## src/rtl/pipe_pkg.sv

```systemverilog
// rtl/pipe_pkg.sv - shared constants, FSM state type and hazard helper for the pipeline controller
//
// Purpose: definitions used by pipe_hazard_ctrl, md_busy_counter and the bench.
//   TUSE_NONE           - Tuse value meaning "operand not read"
//   EXC_*               - CP0 ExcCode values seen in M_ExcCode
//   EXC_VECTOR_DEFAULT  - PC loaded on exception/interrupt
//   hz_state_e          - controller state {RUN, SHADOW}
//   src_hazard()        - RAW check of one D operand against the E and M producers
package pipe_pkg;

  localparam logic [1:0]  TUSE_NONE          = 2'd3;

  localparam logic [4:0]  EXC_INT            = 5'd0;
  localparam logic [4:0]  EXC_ADEL           = 5'd4;
  localparam logic [4:0]  EXC_ADES           = 5'd5;
  localparam logic [4:0]  EXC_RI             = 5'd10;
  localparam logic [4:0]  EXC_OV             = 5'd12;

  localparam logic [31:0] EXC_VECTOR_DEFAULT = 32'h0000_4180;

  typedef enum logic {
    RUN    = 1'b0,
    SHADOW = 1'b1
  } hz_state_e;

  // $0 never hazards. TUSE_NONE (3) can never be below a 2-bit Tnew, so the
  // explicit test only documents that an unused operand is skipped.
  function automatic logic src_hazard(
    input logic [4:0] addr,
    input logic [1:0] tuse,
    input logic [4:0] e_wa,
    input logic [1:0] e_tnew,
    input logic [4:0] m_wa,
    input logic [1:0] m_tnew
  );
    return (addr != 5'd0) && (tuse != TUSE_NONE) &&
           (((addr == e_wa) && (tuse < e_tnew)) ||
            ((addr == m_wa) && (tuse < m_tnew)));
  endfunction

endpackage

```

## src/rtl/md_busy_counter.sv

```systemverilog
// rtl/md_busy_counter.sv - busy counter sequencing the multi-cycle mult/div unit
//
// Purpose: loads the operation latency on a start, then counts down to zero.
// Ports:
//   clk, reset  - clock, asynchronous active-high reset
//   start       - gated start of a mult/div in E (load has priority over decrement)
//   is_div      - 1 = div/divu latency, 0 = mult/multu latency
//   busy        - counter nonzero
module md_busy_counter #(
  parameter int MULT_CYCLES = 5,
  parameter int DIV_CYCLES  = 10
) (
  input  logic clk,
  input  logic reset,
  input  logic start,
  input  logic is_div,
  output logic busy
);

  if (MULT_CYCLES > 15 || MULT_CYCLES < 0) begin : g_bad_mult
    $error("md_busy_counter: MULT_CYCLES must fit in 4 bits");
  end
  if (DIV_CYCLES > 15 || DIV_CYCLES < 0) begin : g_bad_div
    $error("md_busy_counter: DIV_CYCLES must fit in 4 bits");
  end

  localparam logic [3:0] MULT_LOAD = MULT_CYCLES[3:0];
  localparam logic [3:0] DIV_LOAD  = DIV_CYCLES[3:0];

  logic [3:0] md_cnt;

  // Flushes never touch this counter: an issued MD operation always completes.
  always_ff @(posedge clk or posedge reset) begin
    if (reset) begin
      md_cnt <= 4'd0;
    end else if (start) begin
      md_cnt <= is_div ? DIV_LOAD : MULT_LOAD;
    end else if (md_cnt != 4'd0) begin
      md_cnt <= md_cnt - 4'd1;
    end
  end

  assign busy = (md_cnt != 4'd0);

endmodule

```

## src/rtl/pipe_hazard_ctrl.sv

```systemverilog
// rtl/pipe_hazard_ctrl.sv - stall/bubble/flush controller for the 5-stage MIPS pipeline
//
// Purpose: each cycle decides F/D stall, D/E bubble and full flush on exception
// or ERET, redirects the PC, and sequences the mult/div busy counter.
// Optional feature macro: PIPE_HAZARD_CTRL_STATS_EN adds StallCnt/ExcCnt.
// Ports:
//   clk, reset                 - clock, asynchronous active-high reset
//   D_A1/D_A2, D_TuseRs/Rt     - D-stage operand addresses and need-times
//   D_UsesMD                   - D instruction touches HI/LO or the MD unit
//   E_/M_WriteAddr, E_/M_Tnew  - producer destinations and result-ready times
//   E_MDStart, E_MDIsDiv       - MD start in E and its kind
//   M_ExcCode, IntReq, M_Eret  - exception, interrupt and eret in M
//   EPCIn                      - EPC from CP0 (eret target)
//   StallFD, FlushDE, FlushAll - pipeline register controls
//   PCLoad, PCTarget           - PC redirect
//   EPCWe                      - CP0 captures EPC/Cause
//   MDBusy, MDStartGated       - MD counter busy, start not killed by flush
//   StallCnt, ExcCnt           - (stats build) stall cycles and exceptions taken
module pipe_hazard_ctrl
  import pipe_pkg::*;
#(
  parameter int          MULT_CYCLES = 5,
  parameter int          DIV_CYCLES  = 10,
  parameter logic [31:0] EXC_VECTOR  = EXC_VECTOR_DEFAULT
) (
  input  logic        clk,
  input  logic        reset,
  input  logic [4:0]  D_A1,
  input  logic [4:0]  D_A2,
  input  logic [1:0]  D_TuseRs,
  input  logic [1:0]  D_TuseRt,
  input  logic        D_UsesMD,
  input  logic [4:0]  E_WriteAddr,
  input  logic [4:0]  M_WriteAddr,
  input  logic [1:0]  E_Tnew,
  input  logic [1:0]  M_Tnew,
  input  logic        E_MDStart,
  input  logic        E_MDIsDiv,
  input  logic [4:0]  M_ExcCode,
  input  logic        IntReq,
  input  logic        M_Eret,
  input  logic [31:0] EPCIn,
  output logic        StallFD,
  output logic        FlushDE,
  output logic        FlushAll,
  output logic        PCLoad,
  output logic [31:0] PCTarget,
  output logic        EPCWe,
  output logic        MDBusy,
  output logic        MDStartGated
`ifdef PIPE_HAZARD_CTRL_STATS_EN
  ,
  output logic [31:0] StallCnt,
  output logic [31:0] ExcCnt
`endif
);

  hz_state_e state, state_nxt;
  logic      dstall, mstall, md_busy;

  assign dstall = src_hazard(D_A1, D_TuseRs, E_WriteAddr, E_Tnew, M_WriteAddr, M_Tnew) ||
                  src_hazard(D_A2, D_TuseRt, E_WriteAddr, E_Tnew, M_WriteAddr, M_Tnew);

  // A start in E makes the counter busy next cycle, so D must already wait now.
  assign mstall = D_UsesMD && (md_busy || E_MDStart);

  always_ff @(posedge clk or posedge reset) begin
    if (reset) state <= RUN;
    else       state <= state_nxt;
  end

  always_comb begin
    state_nxt = RUN;
    StallFD   = 1'b0;
    FlushDE   = 1'b0;
    FlushAll  = 1'b0;
    PCLoad    = 1'b0;
    PCTarget  = 32'd0;
    EPCWe     = 1'b0;
    if (!reset) begin
      case (state)
        RUN: begin
          if ((M_ExcCode != 5'd0) || IntReq) begin
            FlushAll  = 1'b1;
            PCLoad    = 1'b1;
            PCTarget  = EXC_VECTOR;
            EPCWe     = 1'b1;
            state_nxt = SHADOW;
          end else if (M_Eret) begin
            FlushAll = 1'b1;
            PCLoad   = 1'b1;
            PCTarget = EPCIn;
          end else if (dstall || mstall) begin
            StallFD = 1'b1;
            FlushDE = 1'b1;
          end
        end
        default: begin
          // One cycle after a redirect M holds a bubble; its exception/eret
          // fields are stale and must not retrigger.
          if (dstall || mstall) begin
            StallFD = 1'b1;
            FlushDE = 1'b1;
          end
        end
      endcase
    end
  end

  assign MDStartGated = E_MDStart && !FlushAll && !reset;
  assign MDBusy       = md_busy && !reset;

  md_busy_counter #(
    .MULT_CYCLES(MULT_CYCLES),
    .DIV_CYCLES (DIV_CYCLES)
  ) u_md_busy (
    .clk   (clk),
    .reset (reset),
    .start (MDStartGated),
    .is_div(E_MDIsDiv),
    .busy  (md_busy)
  );

`ifdef PIPE_HAZARD_CTRL_STATS_EN
  // EPCWe is asserted exactly on the cycles an exception is taken.
  always_ff @(posedge clk or posedge reset) begin
    if (reset) begin
      StallCnt <= 32'd0;
      ExcCnt   <= 32'd0;
    end else begin
      if (StallFD) StallCnt <= StallCnt + 32'd1;
      if (EPCWe)   ExcCnt   <= ExcCnt + 32'd1;
    end
  end
`endif

endmodule

```

## config.mk

```make
export PLATFORM = sky130hd
export DESIGN_NAME = pipe_hazard_ctrl
export DESIGN_NICKNAME = d
export VERILOG_FILES = /design/src/rtl/pipe_pkg.sv /design/src/rtl/md_busy_counter.sv /design/src/rtl/pipe_hazard_ctrl.sv
export SDC_FILE = /design/constraint.sdc
export NUM_CORES = 1
export LEC_CHECK = 0
export CELL_PAD_IN_SITES_DETAIL_PLACEMENT = 2
export CELL_PAD_IN_SITES_GLOBAL_PLACEMENT = 2
export CORE_MARGIN = 3
export CORE_UTILIZATION = 13
export DETAILED_ROUTE_END_ITERATION = 8
export PLACE_DENSITY_LB_ADDON = 0.1
export SLEW_MARGIN = 0
export SYNTH_ARGS = -nofsm -noshare
export SYNTH_HDL_FRONTEND = slang
export SYNTH_SLANG_ARGS = --single-unit
```

## constraint.sdc

```tcl
create_clock -name clk -period 2.53 [get_ports clk]
set_clock_uncertainty 0.15 [all_clocks]
set_input_delay 0.3795 -clock clk [delete_from_list [all_inputs] [get_ports clk]]
set_output_delay 0.3795 -clock clk [all_outputs]
set_load 0.01 [all_outputs]
```

Yosys cells after proc, flatten, opt, wreduce, memory -nomap -nowiden

Cells that the tools add are included.

Add/subtract/negate cells: 1
Magnitude comparators: 4
Equal/unequal tests: 6
Multiplexer cells: 19
Reduce and logical (&&, ||, !) cells: 25

Operators by type and width:

| kind                  | count |
|---|---|
| $mux W32              | 4 |
| $eq A5 B5 Y1          | 4 |
| $reduce_bool A5 Y1    | 3 |
| $logic_and A1 B1 Y1   | 12 |
| $mux W1               | 12 |
| $mux W4               | 3 |
| $lt A2 B2 Y1          | 4 |
| $logic_or A1 B1 Y1    | 6 |
| $ne A2 B2 Y1 const B  | 2 |
| $reduce_bool A4 Y1    | 1 |
| $sub A4 B1 Y4 const B | 1 |
| $logic_not A1 Y1      | 2 |
| $reduce_bool A2 Y1    | 1 |

Register bits after elaboration: 5
Word-level logic and storage cells: 57

Depth between registers and ports, before layout

Depth in word-level cells: 11
Gate-level depth with buffers: 7
Depth with buffers taken out: 6

By module

A second synthesis with hierarchy kept.

Cells, all modules: 128
Area, all modules: 1011.0 um^2

By module, submodules not included:

| module           | times used | cells each | area an instance (um^2) |
|---|---|---|---|
| pipe_hazard_ctrl | 1          | 100        | 748.2 |
| md_busy_counter  | 1          | 28         | 262.8 |

Least setup slack after synthesis

No wires, ideal clock.

Path type: input-to-output
Start point: input port E_Tnew[1]
End point: output port StallFD
Arrival: 1.763 ns
Required time: 2.000 ns
Setup slack: 0.237 ns
Cell stages on the path: 7
Cells stage by stage: inv_1 -> ha_1 -> a2111oi_0 -> nand4_1 -> a221oi_1 -> o31a_1 -> buf_4

Cells in the longest elaborated chain, start to end: 11
Elaborated cells between the ends (all ways): 15
Those cells by class: order compare: 2; mux: 5; reduce/logical: 8

Ends and longest elaborated chain:

| what                     | RTL line                                        | RTL |
|---|---|---|
| start: declaration       | pipe_hazard_ctrl.sv:35                          | `input logic [1:0] E_Tnew,` |
| $lt A2 B2 Y1             | pipe_pkg.sv:37                                  | `(((addr == e_wa) && (tuse < e_tnew)) \|\|` |
| $logic_and A1 B1 Y1      | pipe_pkg.sv:37                                  |  |
| $logic_or A1 B1 Y1       | pipe_pkg.sv:37                                  |  |
| $logic_and A1 B1 Y1      | pipe_pkg.sv:36                                  | `return (addr != 5'd0) && (tuse != TUSE_NONE) &&` |
| $logic_or A1 B1 Y1 (*)   | pipe_hazard_ctrl.sv:61                          | `assign dstall = src_hazard(D_A1, D_TuseRs, E_WriteAddr, E_Tnew, M_WriteAddr, M_Tnew) \|\|` |
| $logic_or A1 B1 Y1 (*)   | pipe_hazard_ctrl.sv:93, pipe_hazard_ctrl.sv:101 |  |
| $mux W1 (*)              | --                                              |  |
| $mux W1 (2 in a row)     | --                                              |  |
| $mux W1 (*) (2 in a row) | --                                              |  |
| end: declaration         | pipe_hazard_ctrl.sv:43                          | `output logic StallFD,` |

Mark *: on every way between the ends. The rest lies on a longest branch, timed or not.

Final worst setup path

Start point: input port M_ExcCode[2]
End point: output port PCTarget[23]

Cells in the longest elaborated chain, start to end: 5

Ends and longest elaborated chain:

| what               | RTL line               | RTL |
|---|---|---|
| start: declaration | pipe_hazard_ctrl.sv:39 | `input logic [4:0] M_ExcCode,` |
| $reduce_bool A5 Y1 | pipe_hazard_ctrl.sv:83 | `if ((M_ExcCode != 5'd0) \|\| IntReq) begin` |
| $logic_or A1 B1 Y1 | pipe_hazard_ctrl.sv:83 |  |
| $mux W32           | pipe_hazard_ctrl.sv:83 |  |
| $mux W32           | pipe_hazard_ctrl.sv:81 | `case (state)` |
| $mux W32           | pipe_hazard_ctrl.sv:80 | `if (!reset) begin` |
| end: declaration   | pipe_hazard_ctrl.sv:47 | `output logic [31:0] PCTarget,` |

Every way passes these cells.

==> reports/results.tsv <==
metric	value	unit
grt_pass1_wl	9032	µm
cts_tree	done	
clockPowerShare	20.7	%
ir_drop	171.5	µV
core_area	0.007408	mm²
holdBufCountCts	0	
h-tree-depth	1	
synth_seq_area_share	12.38	%
rr_startpoint	u_md_busy.md_cnt[0]$_DFFE_PP0P_	
layout_common_cells	clkdlybuf4s50_1, buf_2, buf_4	
fin_crit_sh	97.46	%
worst_slew_pin_slew	0.2533	ns
grt.overflow.total	0	
r2r_cells	6	
finalHoldViolCount	0	
start_kind	input pin	
path_clk_slew	0.04	ns
route.detailed.drc	0	
n_fill_cell	850	
outcome	finished, final reports clean	
crit_buf_inv	5	
dieHeight	94.19	µm
yosysWarnings	0	
crit_chain	buf_2, or4_4, nor4_4, buf_4, clkbuf_16, buf_4, and2_2, buf_2	
max_freq	0.4055	GHz
maxCapViolations	0	
cts_buffers	3	
total_power	721.5	µW
async_reset_ff_share	100.0	%
drive_gt1_share	46.82	%
viasPerCell	3.978	
syn_area	0.001011	mm²
p_switching	249.0	µW
final_common_cell	clkdlybuf4s50_1	
placed_area	0.002390	mm²
root_buffer	clkbuf_8	
wl	5907	µm
cp.arrival	1.94	ns
insertion_delay	0.22	ns
ff2ff_setup_slack	1.02	ns
synth_edf_count	0	
period_needed	2.466	ns
area_growth	143.7	%
grt_max_degree	16	
cp_data_required_time	2.00	ns
synth_nets	204	
p_sw_share	34.51	%
slowest_stage	or4_4	
p_seq_share	19.5	%
fin_nets	346	
drtIter0Drc	10	
track_usage	13.23	%
path_max_fanout	3	
p_leak	1.202	nW
die_area	0.008871	mm²
drtPass1Iterations	4	
ios	111	
clock_sinks	5	
p_int	472.5	µW
syn_inst	126	
holdCritPathClass	input pin to asynchronous set/reset pin	
crit_type	input pin to output port	
place_congestion	0.7157	
path_delay_family	simple AND/OR/NAND/NOR gates	
comb_power_share	59.9	%
port_buffers	110	
dpl.hpwl	5123	µm
antenna_found_initial	1	
synth-seq-cells	5	
endpoint_kind	output port	
synthFlopType	dfrtp_1	
postRouteAntennaNets	0	
start_util	13.65	%
finish.utilization	33.25	%
regToRegEndpoint	u_md_busy.md_cnt[0]$_DFFE_PP0P_	
slew_headroom	83.05	%
syn_avg_cell_area	8.024	µm²
slew_viol_final	0	
clock_path_buffers	2	
wl_per_cell	16.10	µm
fp.dieW	94.19	µm
final_area	0.002464	mm²
core.rowCount	31	
power.density	292.9	mW/mm²
setup_viol	0	
vias	1460	
grt_pass1_vias	1578	
ys_types	33	
critPathMaxStageDelay	0.56	ns
==> cell families after synthesis <==
| family | after synthesis | share of synthesized area, % |
|---|---|---|
| buffers and inverters | 15 | 7.919 |
| xor gates and xnor gates | 22 | 19.06 |
| adders and majority gates | 6 | 7.426 |
| and+or+nand+nor | 58 | 38.37 |
| AOI/OAI and AO/OA | 20 | 14.85 |
| DFF | 5 | 12.38 |
==> cell usage after synthesis (3+ instances only) <==
cell | count | area [µm²]
nor2_1 | 5 | 18.77
a21oi_1 | 8 | 40.04
dfrtp_1 | 5 | 125.1
xor2_1 | 11 | 96.34
nand4_1 | 4 | 25.02
inv_1 | 9 | 33.78
nand2_1 | 5 | 18.77
ha_1 | 6 | 75.07
nand2b_1 | 3 | 18.77
xnor2_1 | 11 | 96.34
and2_1 | 10 | 62.56
and2_2 | 19 | 142.6
o21ai_0 | 3 | 15.01
==> per-stage QoR <==
step | TNS, ns | cells | hold slack (ns) | worst slack [ns]
2_1_floorplan | 0 | 126 | 0.008021 | 0.2375
3_3_place_gp | -20.25 | 354 | 0.4415 | -0.7842
3_5_place_dp | -20.05 | 354 | 0.4559 | -0.8784
4_1_cts | 0 | 367 | 0.2302 | 0.004446
5_1_grt | -0.005906 | 367 | 0.2581 | -0.003109
6_report | 0 | 367 | 0.2208 | 0.06416
==> power by group through the flow <==
stage,sequential [mW],combinational (mW),clock (mW)
after global routing,0.146,0.486,0.161
final,0.140,0.432,0.149
after floorplan,0.134,0.198,0
after CTS,0.142,0.430,0.154
after global placement,0.140,0.418,0
after detailed placement,0.142,0.429,0
==> tightest hold or removal path: stages <==
cell and delay (ns):
dlygate4sd2_1 0.25, buf_4 0.16, inv_1 0.17
==> worst max path at each step <==
stage,slack (ns),endpoint,depth (start not counted),startpoint
6_report,0.06,PCTarget[23],8,M_ExcCode[2]
5_1_grt,-0.003,FlushDE,7,D_A2[1]
4_1_cts,0.004,FlushDE,8,E_Tnew[1]
3_5_place_dp,-0.88,FlushDE,8,M_Tnew[1]
3_3_place_gp,-0.78,StallFD,7,D_TuseRt[1]
2_1_floorplan,0.24,StallFD,7,E_Tnew[1]
==> state kept, by name (all words and copies together) (netlist names) <==
| register | cells |
|---|---|
| state | 1 |
| u_md_busy.md_cnt | 4 |
==> timing repair <==
item	in CTS	in global routing
pin swaps	20	15
gates cloned	2	0
setup endpoints to repair	38	24
gates resized for setup	196	32
setup buffers	7	1
==> area by class of cell <==
type	count	area, µm²	area share, %
timing repair buffer	143	1174	47.64
multi-input combinational	106	959.7	38.95
sequential	5	125.1	5.079
tap	99	123.9	5.028
clock buffer	4	45.04	1.828
inverter	9	33.78	1.371
antenna	1	2.502	0.1016
==> routing by layer <==
| metal | up-vias | track usage [%] | part of all wire [%] |
|---|---|---|---|
| met5 | - | 0 | 0 |
| met4 | 0 | 0.3610 | 0.24 |
| met3 | 2 | 4.407 | 9.9 |
| met2 | 74 | 23.05 | 46 |
| met1 | 681 | 16.65 | 44 |
| li1 | 703 | - | - |
No activity file was read; power rests on OpenSTA's default activity.
